File: config.mk
export PLATFORM = sky130hd
export DESIGN_NAME = pipe_hazard_scoreboard
export DESIGN_NICKNAME = d
export VERILOG_FILES = /design/src/rtl/pipe_hazard_scoreboard.sv
export SDC_FILE = /design/constraint.sdc
export NUM_CORES = 1
export LEC_CHECK = 0
export CAP_MARGIN = 20
export CORE_UTILIZATION = 30
export CTS_CLUSTER_SIZE = 14
export DETAILED_ROUTE_END_ITERATION = 10
export SLEW_MARGIN = 30
export SYNTH_ARGS = -nofsm -noshare
export SYNTH_HDL_FRONTEND = slang
export SYNTH_SLANG_ARGS = --single-unit
File: constraint.sdc
create_clock -name clk1 -period 3.5 [get_ports clk1]
set_input_delay 0.525 -clock clk1 [delete_from_list [all_inputs] [get_ports clk1]]
set_output_delay 0.525 -clock clk1 [all_outputs]
set_load 0.05 [all_outputs]
File: src/rtl/pipe_hazard_scoreboard.sv
// Decode-stage RAW hazard scoreboard: tracks in-flight destination writes in a
// LAT-deep shift pipe, stalls dependent readers, and handles flush and HLT drain.
module pipe_hazard_scoreboard #(
    parameter int REG_AW = 5,
    parameter int LAT    = 3,
    parameter int CNT_W  = 16
) (
    input  logic              clk1,
    input  logic              rst_n,
    input  logic              id_valid,
    input  logic [REG_AW-1:0] id_rs,
    input  logic [REG_AW-1:0] id_rt,
    input  logic              id_rs_used,
    input  logic              id_rt_used,
    input  logic [REG_AW-1:0] id_rd,
    input  logic              id_wr,
    input  logic              id_halt,
    input  logic              flush,
    output logic              id_stall,
    output logic              halted,
    output logic              drained,
    output logic [CNT_W-1:0]  stall_cnt,
    output logic [CNT_W-1:0]  issue_cnt
);

    logic [LAT-1:0]    vld_q, vld_d;
    logic [REG_AW-1:0] rd_q [LAT];
    logic [REG_AW-1:0] rd_d [LAT];
    logic              halted_q, halted_d;
    logic [CNT_W-1:0]  stall_cnt_q, stall_cnt_d;
    logic [CNT_W-1:0]  issue_cnt_q, issue_cnt_d;
    logic              hazard;
    logic              issue;
    logic              load0;

    function automatic logic [CNT_W-1:0] sat_inc(input logic [CNT_W-1:0] v, input logic en);
        return (en && (v != '1)) ? v + CNT_W'(1) : v;
    endfunction

    // Register 0 is excluded on the read side; entries never hold it either.
    always_comb begin
        hazard = 1'b0;
        for (int i = 0; i < LAT; i++) begin
            if (vld_q[i] && id_rs_used && (id_rs != '0) && (rd_q[i] == id_rs)) hazard = 1'b1;
            if (vld_q[i] && id_rt_used && (id_rt != '0) && (rd_q[i] == id_rt)) hazard = 1'b1;
        end
    end

    assign id_stall = id_valid & (hazard | halted_q);
    assign issue    = id_valid & ~id_stall;
    assign load0    = issue & id_wr & ~id_halt & (id_rd != '0);

    // Flush kills every older entry but keeps the one issuing this cycle.
    always_comb begin
        vld_d = '0;
        for (int i = 0; i < LAT; i++) rd_d[i] = '0;
        vld_d[0] = load0;
        rd_d[0]  = load0 ? id_rd : '0;
        for (int i = 1; i < LAT; i++) begin
            if (!flush) begin
                vld_d[i] = vld_q[i-1];
                rd_d[i]  = rd_q[i-1];
            end
        end
        halted_d    = halted_q | (issue & id_halt);
        stall_cnt_d = sat_inc(stall_cnt_q, id_valid & hazard & ~halted_q);
        issue_cnt_d = sat_inc(issue_cnt_q, issue);
    end

    always_ff @(posedge clk1 or negedge rst_n) begin
        if (!rst_n) begin
            vld_q       <= '0;
            halted_q    <= 1'b0;
            stall_cnt_q <= '0;
            issue_cnt_q <= '0;
        end else begin
            vld_q       <= vld_d;
            halted_q    <= halted_d;
            stall_cnt_q <= stall_cnt_d;
            issue_cnt_q <= issue_cnt_d;
        end
    end

    // Register indices are qualified by vld_q, so they need no reset.
    always_ff @(posedge clk1) begin
        for (int i = 0; i < LAT; i++) rd_q[i] <= rd_d[i];
    end

    assign halted    = halted_q;
    assign drained   = halted_q & ~|vld_q;
    assign stall_cnt = stall_cnt_q;
    assign issue_cnt = issue_cnt_q;

endmodule

==> summary.txt <==
Final WS setup: 0.3749 ns
Placer Congestion: 0.8782
share of layout cells above drive strength 1: 6.291%
CP startpoint kind: input pin
crit path max fanout: 22
vias: 1942
crit share post-route: 89.29%
Flop pwr share: 54.7%
vias in the first global route: 1966
Max clock buf depth: 2
Die Width: 93.31 µm
die area: 8707 µm²
DR DRC count: 0
RSZ-0062 raised after global routing: false
Setup Fix Bufs, Post-CTS: 0
Post-synth EDFFs: 0
Clock Sinks: 51
Syn Nets: 265
WL met3: 215 µm
outcome: complete, no violations
fin area: 3277 µm²
Switch Pwr: 320.0 µW
Setup CP Type: in2out
cells after synthesis: 240
Top FF cell, synth: dfrtp_1
Final ANT Viol Nets: 0
CTS Buf Count: 5
post-placement cell area: 3196 µm²
Buffers on Ports: 57
setup tns final: 0 ns
largest net degree at the start of global routing: 37
initial DRC count: 75
final setup vio count: 0
Warnings, synthesis: 0
met2 WL: 2544 µm
GR Overflow Total: 0
Final Skew: 0.004760 ns
initial antenna violation count: 0
Area growth, synth to finish: 31.02%
Slew HR: 46.92%
row count: 32
CTS tree: built
clock network fraction of total power: 28.2%
number of top-level pins: 58
via count normalized by instance count: 4.807
Cell Area, Synth: 2501 µm²
Top Metal Used: met4
Sw Ratio: 27.92%
placed instance count: 396
final core utilization: 41.55%
P per Cell Area: 349.7 nW/µm²
Final Hold Fails: 0
nets: 326
core area: 7888 µm²
Min-Delay Path Class: in2async
Worst-Margin Slew: 0.7961 ns
per-cell routed wire length: 13.53 µm
max-cap viol count: 0
DR pass1 iterations: 4
Int Power: 826.0 µW
first-pass GRT wire length: 9411 µm
Syn Area/Cell: 10.42 µm²
H-tree Lvls: 2
Inserted Diodes: 0
hold buffer count at cts: 0
Netlist cell types: 37
Post-DP HPWL: 4148 µm
Comb power frac: 17.1%
Starting Density: 31.71%
register bit total from synthesis: 51
total track usage: 13.88%
PostCTS Resize Cnt: 0
most frequent cells in the layout: 55 x clkdlybuf4s50_1, 45 x xor2_1, 36 x dfrtp_1, 21 x nand3_1, 16 x nor4_1
clock root cell: clkbuf_8
chip height: 93.31 µm
ys async rst share: 70.59%
wl on met1: 2598 µm
total wire length: 5468 µm
WP data arrival: 2.60 ns
Leak Pwr: 0.001430 µW
CP required: 2.97 ns
clock transition at the registers of the reported paths: 0.09 ns
Post-Layout Cell Count: 404
sequential area share after synthesis: 48.02%
Tmin final: 3.125 ns
commonest non-fill, non-tap cell in the layout: clkdlybuf4s50_1
pre-CTS setup slack: 0.3814 ns
Slew Viols, Final: 0
Peak VDD IR: 0.0004902 V
Clock Latency Late Sink: 0.30 ns
Critical Path End Type: primary output
Max Freq: 320.0 MHz
-- logic make-up after synthesis --
family	after synthesis	synth area share, %
simple gates	105	24.46
xor+xnor	57	19.96
flops	51	48.02
buf+inv	11	2.001
compound gates	10	2.601
mux	4	1.951
fa+ha+maj	2	1.000
-- worst max-delay path: stages --
cell and delay (ns):
clkdlybuf4s50_1 0.51, xor2_1 0.21, nor4_1 0.34, nand3_1 0.12
a31oi_1 0.23, or2_4 0.31, o21a_1 0.20, buf_12 0.14
-- cell type report --
class,count,area (µm²)
tap,102,127.6
inverter,5,18.77
clock inverter,1,5.005
timing repair buffer,60,598.1
clock buffer,7,76.32
multi-input combinational,178,1250
fill,752,4611
sequential,51,1201
-- cells in the mapped netlist, types with 3 or more instances --
| master | instances | area share, % |
|---|---|---|
| xor2_1 | 45 | 16 |
| nand4_1 | 6 | 1.5 |
| dfrtp_1 | 36 | 36 |
| and2_1 | 5 | 1.3 |
| clkbuf_1 | 3 | 0.45 |
| nor3_1 | 14 | 2.8 |
| inv_1 | 5 | 0.75 |
| and3_1 | 4 | 1.0 |
| mux2_2 | 3 | 1.4 |
| nand2_1 | 9 | 1.4 |
| nand3_1 | 21 | 4.2 |
| nor2b_1 | 13 | 3.3 |
| nor2_1 | 5 | 0.75 |
| or4_1 | 3 | 0.90 |
| nor4_1 | 16 | 4.0 |
| xnor2_1 | 12 | 4.2 |
| dfxtp_1 | 15 | 12 |
-- registers in the layout, indices dropped and copies added, names as in the netlist --
signal     flops
halted         1
issue_cnt     16
rd_q          15
stall_cnt     16
vld_q          3
-- power by group through the flow --
stage	sequential, µW	clock, µW	combinational, µW
global placement	639	0	197
finish	626	324	196
detailed placement	639	0	197
floorplan	696	0	48.7
global route	632	362	211
CTS	628	338	198
-- path summary, 6_finish.rpt --
| path | start | endpoint | slack (ns) | depth (start not counted) |
|---|---|---|---|---|
| setup / recovery | id_rs[2] | id_stall | 0.37 | 8 |
| hold / removal | rst_n | stall_cnt[8] | 0.31 | 1 |
| setup reg to reg | rd_q[0][12] | issue_cnt[1] | 1.41 | 7 |
| hold reg to reg | stall_cnt[8] | stall_cnt[8] | 0.49 | 1 |
| max in group asynchronous | rst_n | vld_q[0] | 2.69 | 1 |
| min in group clk1 | stall_cnt[8] | stall_cnt[8] | 0.49 | 1 |
-- routing by layer --
metal	vias up	track usage, %
met3	9	2.846
li1	966	-
met4	0	5.128
met5	-	0
met2	48	22.55
met1	919	18.18
-- stage by stage --
step | power, µW | hold WS, ns
finish | 1146 | 0.3075
global route | 1205 | 0.3771
CTS | 1163 | 0.3268
detailed placement | 836.3 | 0.4842
global placement | 836.1 | 0.4782
floorplan | 745.1 | 0.2294
No activity file was read; power rests on OpenSTA's default activity.
